`src/rtl/matmul_job_arbiter_if.sv`:
```
// matmul_job_arbiter_if: requester/FSMD-facing bundle of the matmul job arbiter
interface matmul_job_arbiter_if;
  logic [1:0] req;
  logic       ld_out_i;
  logic [7:0] res_i;
  logic       go_o;
  logic [1:0] gnt;
  logic       busy;
  logic       res_valid;
  logic [7:0] res_data;
  logic [3:0] res_idx;
  logic [1:0] done;
  logic       timeout;
  modport master (
    output req, ld_out_i, res_i,
    input  go_o, gnt, busy, res_valid, res_data, res_idx, done, timeout
  );
  modport slave (
    input  req, ld_out_i, res_i,
    output go_o, gnt, busy, res_valid, res_data, res_idx, done, timeout
  );
endinterface

```
`src/rtl/matmul_job_arbiter.sv`:
```
// matmul_job_arbiter: round-robin arbitration of two requesters onto one matmul FSMD,
// forwarding indexed results and aborting jobs that exceed a RUN-cycle budget.
module matmul_job_arbiter #(
  parameter int N_RESULTS   = 9,
  parameter int TIMEOUT_CYC = 1023
) (
  input logic                 CLK,
  input logic                 RST,
  matmul_job_arbiter_if.slave bus
);
  localparam int TW = $clog2(TIMEOUT_CYC + 1);
  localparam logic [2:0] IDLE  = 3'd0;
  localparam logic [2:0] ARB   = 3'd1;
  localparam logic [2:0] START = 3'd2;
  localparam logic [2:0] RUN   = 3'd3;
  localparam logic [2:0] FIN   = 3'd4;
  logic [2:0]    state_q, state_d;
  logic [1:0]    gnt_q, gnt_d;
  logic          last_q, last_d;
  logic [3:0]    cnt_q, cnt_d;
  logic [TW-1:0] tcnt_q, tcnt_d;
  logic          pend_q, pend_d;
  logic          abort_q, abort_d;
  logic          last_res, tmo;
  always_comb begin
    last_res = pend_q && cnt_q == 4'(N_RESULTS - 1);
    tmo      = tcnt_q == TW'(TIMEOUT_CYC - 1);
    state_d  = state_q;
    gnt_d    = gnt_q;
    last_d   = last_q;
    cnt_d    = cnt_q;
    tcnt_d   = tcnt_q;
    abort_d  = abort_q;
    case (state_q)
      IDLE: state_d = |bus.req ? ARB : IDLE;
      ARB: begin
        // last_q holds the index of the previous winner; the other bit wins contention
        gnt_d   = (bus.req == 2'b10 || (bus.req == 2'b11 && !last_q)) ? 2'b10 : 2'b01;
        state_d = START;
      end
      START: begin
        cnt_d   = '0;
        tcnt_d  = '0;
        abort_d = 1'b0;
        state_d = RUN;
      end
      RUN: begin
        tcnt_d  = tcnt_q + TW'(1);
        cnt_d   = pend_q ? cnt_q + 4'd1 : cnt_q;
        state_d = (last_res || tmo) ? FIN : RUN;
        abort_d = tmo && !last_res;
      end
      FIN: begin
        last_d  = gnt_q[1];
        gnt_d   = '0;
        state_d = IDLE;
      end
      default: state_d = IDLE;
    endcase
    // a strobe only becomes a result if RUN continues into the presentation cycle
    pend_d = state_q == RUN && state_d == RUN && bus.ld_out_i;
  end
  always_ff @(posedge CLK or negedge RST) begin
    if (!RST) begin
      state_q <= IDLE;
      gnt_q   <= '0;
      last_q  <= 1'b1;
      cnt_q   <= '0;
      tcnt_q  <= '0;
      pend_q  <= 1'b0;
      abort_q <= 1'b0;
    end else begin
      state_q <= state_d;
      gnt_q   <= gnt_d;
      last_q  <= last_d;
      cnt_q   <= cnt_d;
      tcnt_q  <= tcnt_d;
      pend_q  <= pend_d;
      abort_q <= abort_d;
    end
  end
  assign bus.go_o      = state_q == START;
  assign bus.gnt       = gnt_q;
  assign bus.busy      = state_q != IDLE;
  assign bus.res_valid = pend_q;
  assign bus.res_data  = pend_q ? bus.res_i : '0;
  assign bus.res_idx   = pend_q ? cnt_q : '0;
  assign bus.done      = state_q == FIN ? gnt_q : '0;
  assign bus.timeout   = state_q == FIN && abort_q;
endmodule
```
`src/flat_wrapper.sv`:
```
// flat-port wrapper written by rule: the top's interface ports become plain ports
module matmul_job_arbiter_flat 
#(
  parameter int N_RESULTS   = 9,
  parameter int TIMEOUT_CYC = 1023
)
  (CLK, RST, bus_req, bus_ld_out_i, bus_res_i, bus_go_o, bus_gnt, bus_busy, bus_res_valid, bus_res_data, bus_res_idx, bus_done, bus_timeout);
  matmul_job_arbiter_if bus_i ();
  input logic CLK;
  input logic RST;
  input wire logic [$bits(bus_i.req)-1:0] bus_req;
  input wire logic [$bits(bus_i.ld_out_i)-1:0] bus_ld_out_i;
  input wire logic [$bits(bus_i.res_i)-1:0] bus_res_i;
  output wire logic [$bits(bus_i.go_o)-1:0] bus_go_o;
  output wire logic [$bits(bus_i.gnt)-1:0] bus_gnt;
  output wire logic [$bits(bus_i.busy)-1:0] bus_busy;
  output wire logic [$bits(bus_i.res_valid)-1:0] bus_res_valid;
  output wire logic [$bits(bus_i.res_data)-1:0] bus_res_data;
  output wire logic [$bits(bus_i.res_idx)-1:0] bus_res_idx;
  output wire logic [$bits(bus_i.done)-1:0] bus_done;
  output wire logic [$bits(bus_i.timeout)-1:0] bus_timeout;
  assign bus_i.req = bus_req;
  assign bus_i.ld_out_i = bus_ld_out_i;
  assign bus_i.res_i = bus_res_i;
  assign bus_go_o = bus_i.go_o;
  assign bus_gnt = bus_i.gnt;
  assign bus_busy = bus_i.busy;
  assign bus_res_valid = bus_i.res_valid;
  assign bus_res_data = bus_i.res_data;
  assign bus_res_idx = bus_i.res_idx;
  assign bus_done = bus_i.done;
  assign bus_timeout = bus_i.timeout;
  matmul_job_arbiter #(.N_RESULTS(N_RESULTS), .TIMEOUT_CYC(TIMEOUT_CYC)) u_core (.CLK(CLK), .RST(RST), .bus(bus_i));
endmodule
```
`config.mk`:
```
export PLATFORM = sky130hd
export DESIGN_NAME = matmul_job_arbiter_flat
export DESIGN_NICKNAME = d
export VERILOG_FILES = /design/src/rtl/matmul_job_arbiter_if.sv /design/src/rtl/matmul_job_arbiter.sv /design/src/flat_wrapper.sv
export SDC_FILE = /design/constraint.sdc
export NUM_CORES = 1
export LEC_CHECK = 0
export ABC_AREA = 1
export BUFFER_PORTS_ARGS = -buffer_cell sky130_fd_sc_hd__buf_2
export CORE_UTILIZATION = 56
export CTS_CLUSTER_DIAMETER = 80
export DETAILED_ROUTE_END_ITERATION = 16
export MAX_ROUTING_LAYER = met4
export PLACE_DENSITY = 0.94
export SLEW_MARGIN = 0
export SYNTH_ARGS = -nofsm -noshare
export SYNTH_HDL_FRONTEND = slang
export SYNTH_SLANG_ARGS = --single-unit
export TNS_END_PERCENT = 20
```
`constraint.sdc`:
```
create_clock -name CLK -period 3.4 [get_ports CLK]
set_input_delay 0.51 -clock CLK [delete_from_list [all_inputs] [get_ports CLK]]
set_output_delay 0.51 -clock CLK [all_outputs]
set_load 0.005 [all_outputs]
```
; Word level (Yosys, flattened, before mapping)
; Cells that the tools add are included.
; Widths: inputs -> output; s select.
[totals]
regBits = 22
in_bits = 13
output_inout_bits = 20
word_cells = 47
[classes]
addsub = 2
eq_ne = 10
muxes = 12
reduce_logical = 16
[ops]
columns = op, count
row1 = $pmux 10 s2, 1
row2 = $pmux 3 s4, 1
row3 = $add 10x1->10 const B, 1
row4 = $eq 10x10->1 const B, 1
row5 = $eq 3x2->1 const B, 3
row6 = $mux 4, 2
row7 = $mux 8, 1
row8 = $pmux 4 s2, 1
row9 = $logic_and 1x1->1, 6
row10 = $add 4x1->4 const B, 1
row11 = $eq 2x2->1 const B, 2
row12 = $eq 4x4->1 const B, 1
row13 = $mux 2, 2
row14 = $pmux 2 s2, 1
row15 = $reduce_bool 2->1, 2
row16 = $eq 3x1->1 const B, 1
row17 = $eq 3x3->1 const B, 1
row18 = $logic_not 3->1, 1
row19 = $mux 3, 1
row20 = $reduce_bool 3->1, 1
row21 = $logic_not 1->1, 2
row22 = $logic_or 1x1->1, 2
row23 = $ne 2x1->1 const B, 1
row24 = $pmux 1 s2, 1
row25 = other kinds (3), 3

; Logic depth before layout (Yosys ltp)
; Gate-level depths: netlist of run 1.
[depth]
depth_word = 8
mapped_depth = 7
depth_no_buf = 7

; Worst setup path before layout of run 1
; OpenSTA, ideal clock, no wires.
[synth_timing]
path_kind = flip-flop to output port
from = register u_core.pend_q, in the netlist u_core.bus.res_valid
to = output bus_res_data[0]
t_arrival_ns = 0.810
required_time_ns = 2.890
slack_ns = 2.080
path_stages_with_launch = 4
path_buffers = 1
path_cell_list = dfrtp_1 -> clkbuf_1 -> nand2_1 -> inv_1
[synth_via]
elab_chain_len = 1
[synth_rtl]
columns = item, line
row1 = "start, declared", matmul_job_arbiter.sv:22  ; logic pend_q, pend_d;
row2 = "start signal, assigned", matmul_job_arbiter.sv:78  ; pend_q <= pend_d;
row3 = $mux 8, matmul_job_arbiter.sv:86  ; assign bus.res_data = pend_q ? bus.res_i : '0;
row4 = "end, declared", flat_wrapper.sv:18  ; output wire logic [$bits(bus_i.res_data)-1:0] bus_res_data;
; No other way between the ends.

; Worst setup path after layout of run 1
[layout_timing]
from = register u_core.state_q[0]
to = output bus_done[0]
[layout_via]
elab_chain_len = 2
[layout_rtl]
columns = item, line
row1 = "start, declared", matmul_job_arbiter.sv:17  ; logic [2:0] state_q, state_d;
row2 = "start signal, assigned", matmul_job_arbiter.sv:73  ; state_q <= state_d;
row3 = $eq 3x3->1, matmul_job_arbiter.sv:88  ; assign bus.done = state_q == FIN ? gnt_q : '0;
row4 = $mux 2, matmul_job_arbiter.sv:88
row5 = "end, declared", flat_wrapper.sv:20  ; output wire logic [$bits(bus_i.done)-1:0] bus_done;
; No other way between the ends.

==> flow_metrics.tcl, run 1 <==
set metrics [dict create \
    num_vias 1239 \
    die_x_um 49.7 \
    status "completed" \
    cpMaxStageDelayCell "dfrtp_1" \
    yosysWarnings 0 \
    drc_errors 0 \
    path_clk_slew_ns 0.12 \
    drtPass1Iterations 4 \
    leakagePower_uw 0.000906 \
    hold_viol 0 \
    path_cells "inv_2, nand3_2, nor2_1, buf_2" \
    grt_pass1_vias 1117 \
    vdd_drop_max_v 0.000491 \
    hold_buffers 0 \
    track_usage 0.262 \
    clockRootBuffer "clkbuf_4" \
    io_buffer_count 32 \
    fin_crit_sh 0.537 \
    maxCapViolCount 0 \
    layout_common_cells "nand2_1 (40), buf_2 (32), inv_1 (31), dfrtp_1 (21), nor2_1 (18)" \
    reg2reg_from "u_core.tcnt_q[0]" \
    rows 16 \
    cp-start-kind "flop" \
    rsz0062_at_grt "false" \
    worst_slew_pin_slew_ns 0.483 \
    grt_max_degree 23 \
    cts_buffers 3 \
    clk_latency_ns 0.32 \
    initial_core_util 0.625 \
    cts_setup_buffers 0 \
    setup.worst_path.start "u_core.state_q[0]" \
    ys_seq_area_frac 0.432 \
    grt_pass1_wl_um 4660 \
    slowest_delay_ns 0.45 \
    antenna_left 0 \
    synth_area_um2 1280 \
    final_common_cell "nand2_1" \
    period_needed_ns 1.83 \
    ys_ff_latch 22 \
    clock_path_buffers 2 \
    fin_nets 221 \
    antenna_cells 0 \
    dr.first_iter.drc_count 54 \
    r2r_slack_ns 1.98 \
    instances_no_fill 230 \
    dieArea_um2 2470 \
    placed_cells 226 \
    routed_wl_um 2790 \
    critPathArrivalTime_ns 1.32 \
    avgRoutedWirePerCell_um 12.1 \
    skew_ns 0.00782 \
    cp.required_ns 2.89 \
    finalMaxSlewViolations 0 \
    powerDensity_nw_per_um2 612 \
    ctsResizeCount 0 \
    ys_types 29 \
    hpwl_um 2180 \
    grt_overflow_total 0 \
    synthCells 168 \
    cp_max_fo 7 \
    synth.avg_cell_area_um2 7.60 \
    vias_per_cell 5.39 \
    io_pins 33 \
    numClockSinks 22 \
    setup_viol 0 \
    hold_class "primary input to asynchronous set/reset pin" \
    syn_nets 185 \
    fp.coreArea_um2 2040 \
    drive_above_1_share 0.246 \
    cts.htree.levels 1 \
    critPathKind "flop to output port" \
    routabilityCongestion 0.963 \
    worstSetupEndpointType "output port" \
    fin_setup_tns_ns 0 \
    relSlewSlack 0.678 \
    die_h_um 49.7 \
    clock.fmax_ghz 0.548 \
    area_growth_syn_to_layout_pct 17.7 \
    grt_antenna_before_repair 0 \
    cts_tree "built" \
    fillers 146 \
]
## final timing paths
| check | to | cells past startpoint |
|---|---|---|
| max reg2reg | u_core.state_q[1] | 7 |
| min | u_core.cnt_q[0] | 1 |
| max | bus_done[0] | 4 |
| min reg2reg | u_core.last_q | 2 |
| min in group CLK | u_core.bus.res_valid | 3 |
| max in group asynchronous | u_core.last_q | 1 |
## cell families (layout without fill, tap and decap cells)
kind of cell    count (synthesis)  in the layout  synth area share
xor+xnor                        3              3            0.0206
simple gates                   86             86             0.321
fa+ha+maj                       4              4            0.0392
flops                          22             22             0.432
buf+inv                        36             71             0.108
compound gates                 17             17            0.0794
## routing by layer
metal | GRT usage | vias to the layer above | share of wire
met2 | 0.430 | 75 | 0.51
li1 | - | 594 | -
met1 | 0.296 | 559 | 0.37
met3 | 0.0494 | 11 | 0.090
met5 | - | - | 0
met4 | 0.157 | 0 | 0.029
## power by group
part	total, uW	leakage, uW	internal, uW	switching (uW)
Combinational	376	0.000596	138	238
Clock	147	0.0000210	65.6	81.1
Sequential	397	0.000288	320	77.3
## cell type report
class | count | area (um^2) | share of cell area
Clock buffer | 4 | 36.3 | 0.0241
Inverter | 35 | 134 | 0.0891
Multi-Input combinational cell | 110 | 587 | 0.391
Sequential cell | 22 | 552 | 0.367
Tap cell | 27 | 33.8 | 0.0225
Timing Repair Buffer | 32 | 160 | 0.107
## cells in the mapped netlist
| cell type | instances | share of area |
|---|---|---|
| nand2_2 | 3 | 0.015 |
| xnor2_1 | 1 | 0.0069 |
| xor2_1 | 2 | 0.014 |
| a21o_1 | 1 | 0.0059 |
| nand2_4 | 1 | 0.0088 |
| nand3_2 | 1 | 0.0078 |
| o21ai_0 | 4 | 0.016 |
| nor3_1 | 2 | 0.0078 |
| nand4_1 | 3 | 0.015 |
| ha_1 | 4 | 0.039 |
| o22ai_1 | 2 | 0.0098 |
| o21ai_1 | 3 | 0.012 |
| dfstp_2 | 1 | 0.021 |
| a21boi_0 | 1 | 0.0059 |
| nor3_4 | 1 | 0.013 |
| nor2_4 | 1 | 0.0088 |
| o21bai_1 | 1 | 0.0059 |
| inv_4 | 1 | 0.0049 |
| nand3_1 | 15 | 0.059 |
| nor2_8 | 1 | 0.016 |
| inv_2 | 3 | 0.0088 |
| dfrtp_1 | 21 | 0.41 |
| a21oi_1 | 2 | 0.0078 |
| nor2_1 | 18 | 0.053 |
| clkbuf_1 | 1 | 0.0029 |
| inv_1 | 31 | 0.091 |
| a31oi_1 | 2 | 0.0098 |
| nand2_1 | 40 | 0.12 |
| a31o_2 | 1 | 0.0069 |
## worst max-delay path, delay by kind of cell, from the launching register on
kind / cells / cell delay (ns)
flip-flops: 1 / 0.45
AND/OR/NAND/NOR: 2 / 0.28
buffers and inverters: 2 / 0.26
## sequential cells by signal, summed over array words and instances, names as in the netlist
name	flops
u_core.bus.res_valid	1
u_core.state_q	3
u_core.bus.gnt	2
u_core.abort_q	1
u_core.cnt_q	4
u_core.tcnt_q	10
u_core.last_q	1
## through the flow
step	cell area (um^2)	setup WS [ns]	total power, uW	hold WS [ns]	utilization
3_3_place_gp	1470	1.98	746	0.482	0.718
5_1_grt	1500	1.49	986	0.160	0.736
3_5_place_dp	1470	1.95	774	0.495	0.718
4_1_cts	1500	1.58	921	0.140	0.736
2_1_floorplan	1280	2.08	648	0.214	-
6_report	1500	1.57	920	0.130	0.736
Power figures use the tool's default switching activity.
==> run 2: changes to the inputs <==
--- a/config.mk
+++ b/config.mk
@@ -5,13 +5,14 @@
 export SDC_FILE = /design/constraint.sdc
 export NUM_CORES = 1
 export LEC_CHECK = 0
-export ABC_AREA = 1
+export ABC_AREA = 0
 export BUFFER_PORTS_ARGS = -buffer_cell sky130_fd_sc_hd__buf_2
-export CORE_UTILIZATION = 56
+export CORE_ASPECT_RATIO = 2
+export CORE_UTILIZATION = 47
 export CTS_CLUSTER_DIAMETER = 80
 export DETAILED_ROUTE_END_ITERATION = 16
 export MAX_ROUTING_LAYER = met4
-export PLACE_DENSITY = 0.94
+export PLACE_DENSITY = 0.84
 export SLEW_MARGIN = 0
 export SYNTH_ARGS = -nofsm -noshare
 export SYNTH_HDL_FRONTEND = slang
==> constraint.sdc (replaced) <==
create_clock -name CLK -period 1.67 [get_ports CLK]
set_input_delay 0.2505 -clock CLK [delete_from_list [all_inputs] [get_ports CLK]]
set_output_delay 0.2505 -clock CLK [all_outputs]
set_load 0.005 [all_outputs]
==> run 2 against run 1 <==
First-iteration DRC count down 30%. Global-route usage shrank 1.9 points. Count of clock-buffer cells in the layout down 1. Sequential share of layout area decreased by 2.6 points. Sequential cell count did not move. Setup slack got worse by 1.5 ns. Synthesized cell count down 10%. Clock power rose to 3.4 times the previous value.
==> flow_metrics.tcl, run 2 <==
set metrics [dict create \
    drc_errors 0 \
    synthCells 151 \
    reg2reg_from "u_core.state_q[0]" \
    largest_register_ffs 10 \
    fillers 226 \
    io_buffer_count 32 \
    num_vias 1297 \
    place_area_um2 1540 \
    routed_wl_um 3340 \
    period_needed_ns 1.60 \
    finish.utilization 0.587 \
    clk_latency_ns 0.27 \
    layout_common_cells "buf_2 (32), nand2_1 (23), dfrtp_1 (19), and2_1 (12), o21ai_0 (9)" \
    dieArea_um2 3160 \
    drive_above_1_share 0.267 \
    vias_per_cell 6.21 \
    yosysWarnings 0 \
    routabilityCongestion 0.976 \
    rsz0062_at_grt "false" \
    fin_nets 198 \
    synth-edff-count 0 \
    cp_max_fo 11 \
    skew_ns 0.00826 \
    top_register "u_core.tcnt_q" \
    synth_simple_gate_area_frac 0.299 \
    antenna_cells 0 \
    synth-xor-area-share 0 \
    yosysMostFrequentCell "nand2_1" \
    path_clk_slew_ns 0.08 \
    synth_compound_area_frac 0.165 \
    rows 27 \
    numClockSinks 22 \
    synth_mux_area_frac 0.0436 \
    io_pins 33 \
    grt_pass1_wl_um 5300 \
    syn_nets 168 \
    yosysTopAreaCellShare 0.381 \
    final_common_cell "buf_2" \
    synthFlopType "dfrtp_1" \
    worst_slew_pin_slew_ns 0.518 \
    cts_tree "built" \
    cts_setup_buffers 0 \
    relSlewSlack 0.655 \
    vdd_drop_max_v 0.000883 \
    clock_path_buffers 2 \
    min_from "bus_ld_out_i" \
    dr.first_iter.drc_count 38 \
    worstSetupEndpointType "output port" \
    status "completed" \
    grt_pass1_vias 1271 \
    fp.coreArea_um2 2770 \
    die_x_um 40.3 \
    die_h_um 78.6 \
    antenna_left 0 \
    clockRootBuffer "clkbuf_8" \
    setup_viol 0 \
    finalMaxSlewViolations 0 \
    cts_buffers 3 \
    r2r_slack_ns 0.23 \
    hold_class "primary input to flop" \
    netlist_top_cells_area "dfrtp_1 (38%), nand2_1 (6.3%), and2_1 (5.4%)" \
    grt_antenna_before_repair 0 \
    reg.largest.list "u_core.tcnt_q (10), u_core.cnt_q (4), u_core.state_q (3)" \
    avgRoutedWirePerCell_um 16.0 \
    synth.avg_cell_area_um2 9.12 \
    cts.htree.levels 1 \
    r2r_cells 3 \
    fin_crit_sh 0.957 \
    leakagePower_uw 0.000816 \
    cp.required_ns 1.42 \
    critPathArrivalTime_ns 1.35 \
    worst_r2r_endpoint "u_core.tcnt_q[5]" \
    cp-start-kind "flop" \
    track_usage 0.243 \
    hpwl_um 2490 \
    min_to "u_core.bus.res_valid" \
    synth_top_family_by_area "simple AND/OR/NAND/NOR gates" \
    clock.fmax_ghz 0.626 \
    hold_viol 0 \
    synth_common_cells "nand2_1 (23), dfrtp_1 (21), and2_1 (12)" \
    grt_overflow_total 0 \
    synth-adder-area-share 0.0363 \
    ys_ff_latch 22 \
    synth_top_area_cell "dfrtp_1" \
    powerDensity_nw_per_um2 1650 \
    fin_setup_tns_ns 0 \
    hold_depth 2 \
    initial_core_util 0.497 \
    ys_seq_area_frac 0.401 \
    critPathKind "flop to output port" \
    final_area_um2 1630 \
    area_growth_syn_to_layout_pct 18.0 \
    drtPass1Iterations 4 \
    async_flop_share 1.00 \
    maxCapViolCount 0 \
    synth_area_um2 1380 \
    ys_types 45 \
    grt_max_degree 23 \
]
## run 2: changes by cell type after synthesis, moves of 8 or more
cell     delta
nand3_1     -8
nand2_1    -17
nor2_1     -16
inv_1      -28
and2_1     +12
## run 2: kinds of logic after synthesis
| logic type | Yosys count |
|---|---|
| AOI/OAI and AO/OA | 32 |
| muxes | 6 |
| adders and majority gates | 4 |
| buffers and inverters | 15 |
| and+or+nand+nor | 72 |
| DFF | 22 |
## run 2: what timing repair did
item / 4_1_cts / 5_1_grt
gates resized for setup: 2 / 2
endpoints found under the hold margin: 21 / 0
hold buffers: 1 / 0
pin swaps: 0 / 1
setup endpoints to repair: 2 / 2
## run 2: per-stage QoR
| stage | power [uW] | setup slack [ns] | instances | hold WS, ns |
|---|---|---|---|---|
| finish | 2690 | 0.0715 | 209 | 0.245 |
| global route | 2890 | 0.0290 | 209 | 0.236 |
| CTS | 2680 | 0.0143 | 209 | 0.239 |
| detailed placement | 2160 | 0.222 | 204 | 0.246 |
| global placement | 2100 | 0.283 | 204 | 0.227 |
| floorplan | 1790 | 0.339 | 151 | -0.0451 |
## run 2: cell type report
cell class	count	area [um^2]	area share
repair buffers	36	196	0.121
inverters	4	15.0	0.00924
clock buffers	3	41.3	0.0254
clock inverters	1	30.0	0.0185
multi-input cells	114	752	0.463
well taps	29	36.3	0.0223
flip-flops and latches	22	554	0.341
## run 2: critical path: stages (launching register included)
cell	delay, ns
dfrtp_2	0.48
buf_6	0.16
or3_1	0.30
buf_2	0.13
## run 2: worst max-delay path by stage
stage                                  from                    to  slack (ns)  depth (start not counted)
after floorplan           u_core.state_q[2]      u_core.tcnt_q[7]        0.34                          5
final                     u_core.state_q[2]              bus_busy        0.07                          3
after CTS                 u_core.state_q[2]              bus_busy        0.01                          3
after detailed placement  u_core.state_q[1]  u_core.bus.res_valid        0.22                          3
after global placement    u_core.state_q[1]      u_core.tcnt_q[5]        0.28                          3
after global routing      u_core.state_q[1]           bus_done[1]        0.03                          3
## run 2: power by group
group | switching [uW] | internal (uW) | leakage (uW)
sequential | 339 | 719 | 0.000266
combinational | 587 | 545 | 0.000514
clock | 178 | 320 | 0.0000357
total | 1100 | 1580 | 0.000816
## run 2: layer usage
metal / up-vias / track usage / share of wire
li1: 608 / - / -
met1: 624 / 0.212 / 0.34
met2: 56 / 0.447 / 0.57
met3: 9 / 0.0254 / 0.049
met4: 0 / 0.137 / 0.035
met5: - / - / 0
==> run 3: changes to the inputs <==
--- a/config.mk
+++ b/config.mk
@@ -8,11 +8,11 @@
 export ABC_AREA = 0
 export BUFFER_PORTS_ARGS = -buffer_cell sky130_fd_sc_hd__buf_2
 export CORE_ASPECT_RATIO = 2
-export CORE_UTILIZATION = 47
+export CORE_UTILIZATION = 53
 export CTS_CLUSTER_DIAMETER = 80
 export DETAILED_ROUTE_END_ITERATION = 16
 export MAX_ROUTING_LAYER = met4
-export PLACE_DENSITY = 0.84
+export PLACE_DENSITY = 0.89
 export SLEW_MARGIN = 0
 export SYNTH_ARGS = -nofsm -noshare
 export SYNTH_HDL_FRONTEND = slang
==> constraint.sdc (replaced) <==
create_clock -name CLK -period 1.5 [get_ports CLK]
set_input_delay 0.225 -clock CLK [delete_from_list [all_inputs] [get_ports CLK]]
set_output_delay 0.225 -clock CLK [all_outputs]
set_load 0.005 [all_outputs]
==> run 3 against run 2 <==
Design area grew 3.6%. Clock power shrank 22%. Sequential power grew 4%. Total power grew 13%. Critical path depth shrank 1. Register-to-register slack lost 0.15 ns. Global-route usage grew 6.6 points. Sequential cell count is the same. First-iteration DRC count grew 120%. Combinational power grew 37%. Critical path type unchanged. Highest routed layer unchanged.
==> flow_metrics.tcl, run 3 (synthesis gave the netlist of run 2 again) <==
set metrics [dict create \
    status "completed" \
    reg2reg_from "u_core.tcnt_q[4]" \
    rows 25 \
    io_pins 33 \
    cts_setup_buffers 0 \
    grt_pass1_vias 1388 \
    skew_ns 0.00371 \
    r2r_slack_ns 0.08 \
    clockRootBuffer "clkbuf_8" \
    grt_max_degree 23 \
    slowest_delay_ns 0.50 \
    top_register "u_core.tcnt_q" \
    track_usage 0.309 \
    holdWs_ns 0.257 \
    largest_register_ffs 10 \
    r2r_cells 3 \
    critPathArrivalTime_ns 1.27 \
    worst_slew_pin_slew_ns 0.495 \
    cp-start-kind "flop" \
    hold_viol 0 \
    avgRoutedWirePerCell_um 17.0 \
    cpMaxStageDelayCell "dfrtp_2" \
    drive_above_1_share 0.311 \
    setup.worst_path.start "u_core.state_q[1]" \
    worstSetupEndpointType "output port" \
    setup_viol 0 \
    grt_pass1_wl_um 5890 \
    antenna_left 0 \
    io_buffer_count 32 \
    dr.first_iter.drc_count 82 \
    initial_core_util 0.572 \
    cp-endpoint "bus_busy" \
    routed_wl_um 3700 \
    period_needed_ns 1.49 \
    cts.htree.levels 1 \
    cp.required_ns 1.27 \
    fin_nets 208 \
    grt_overflow_total 0 \
    powerDensity_nw_per_um2 1800 \
    reg.largest.list "u_core.tcnt_q (10), u_core.cnt_q (4), u_core.state_q (3)" \
    cp_max_fo 11 \
    clk_latency_ns 0.27 \
    drtPass1Iterations 4 \
    hold_class "primary input to flop" \
    hpwl_um 2710 \
    die_h_um 74.1 \
    finalMaxSlewViolations 0 \
    vdd_drop_max_v 0.000916 \
    num_vias 1406 \
    area_growth_syn_to_layout_pct 22.3 \
    antenna_cells 0 \
    die_x_um 38.1 \
    clock.fmax_ghz 0.669 \
    final_area_um2 1680 \
    routabilityCongestion 0.994 \
    dieArea_um2 2820 \
    critPathKind "flop to output port" \
    cts_tree "built" \
    place_area_um2 1610 \
    fin_crit_sh 0.996 \
    path_cells "or3_1, buf_2" \
    drc_errors 0 \
    leakagePower_uw 0.000854 \
    path_clk_slew_ns 0.07 \
    maxCapViolCount 0 \
    relSlewSlack 0.670 \
    fp.coreArea_um2 2410 \
    layout_common_cells "buf_2 (32), nand2_1 (23), dfrtp_1 (18), and2_1 (12), buf_4 (12)" \
    worst_r2r_endpoint "u_core.bus.res_valid" \
    rsz0062_at_grt "true" \
    final_common_cell "buf_2" \
    numClockSinks 22 \
    cts_buffers 3 \
    grt_antenna_before_repair 0 \
    vias_per_cell 6.48 \
    clock_path_buffers 2 \
]
[run 3: cell count changes in the layout (fill, tap and decap cells not counted), sizes merged]
| cell | delta |
|---|---|
| bufinv | -1 |
| buf | +10 |
| clkbuf | +1 |
[run 3: worst min path at each step]
| stage | from | endpoint | slack [ns] | depth (start not counted) |
|---|---|---|---|---|
| finish | bus_ld_out_i | u_core.bus.res_valid | 0.26 | 2 |
| global route | bus_ld_out_i | u_core.bus.res_valid | 0.25 | 2 |
| CTS | bus_ld_out_i | u_core.bus.res_valid | 0.24 | 2 |
| detailed placement | RST | u_core.cnt_q[3] | 0.22 | 1 |
| global placement | RST | u_core.cnt_q[2] | 0.21 | 1 |
| floorplan | RST | u_core.abort_q | -0.07 | 0 |
[run 3: area by class of cell]
cell class	count	area, um^2
Multi-Input combinational cell	114	763
Fill cell	182	724
Sequential cell	22	556
Timing Repair Buffer	46	272
Clock buffer	4	45.0
Tap cell	27	33.8
Inverter	4	15.0
[run 3: metrics by stage]
step | std cells | utilization | power [uW] | TNS (ns) | setup WS, ns
after floorplan | 151 | - | 2000 | 0 | 0.169
after global routing | 217 | 0.699 | 3260 | -0.0243 | -0.0243
after CTS | 217 | 0.692 | 2990 | 0 | 0.0155
after global placement | 212 | 0.668 | 2470 | 0 | 0.206
after detailed placement | 212 | 0.668 | 2580 | 0 | 0.0877
final | 217 | 0.699 | 3040 | 0 | 0.00529
[run 3: worst max-delay path: cells and delay by family (launching register included)]
kind / cells / cell delay, ns
flops: 1 / 0.50
simple gates: 1 / 0.37
buf+inv: 1 / 0.13
[run 3: where the power goes]
group	internal, uW	leakage, uW	total [uW]	switching, uW
Combinational	747	0.000565	1550	804
Sequential	806	0.000266	1100	293
Clock	190	0.0000228	387	197
[run 3: per-layer routing]
layer  track usage  wire length (um)
met1         0.269              1170
met2         0.544              2100
met3        0.0448               209
met4         0.246               218
met5             -                 0
[run 3: timing repair]
item	4_1_cts	5_1_grt
pin swaps	1	0
resized for setup	2	5
hold buffers	1	0
endpoints found under the setup margin	5	17
endpoints found under the hold margin	21	0
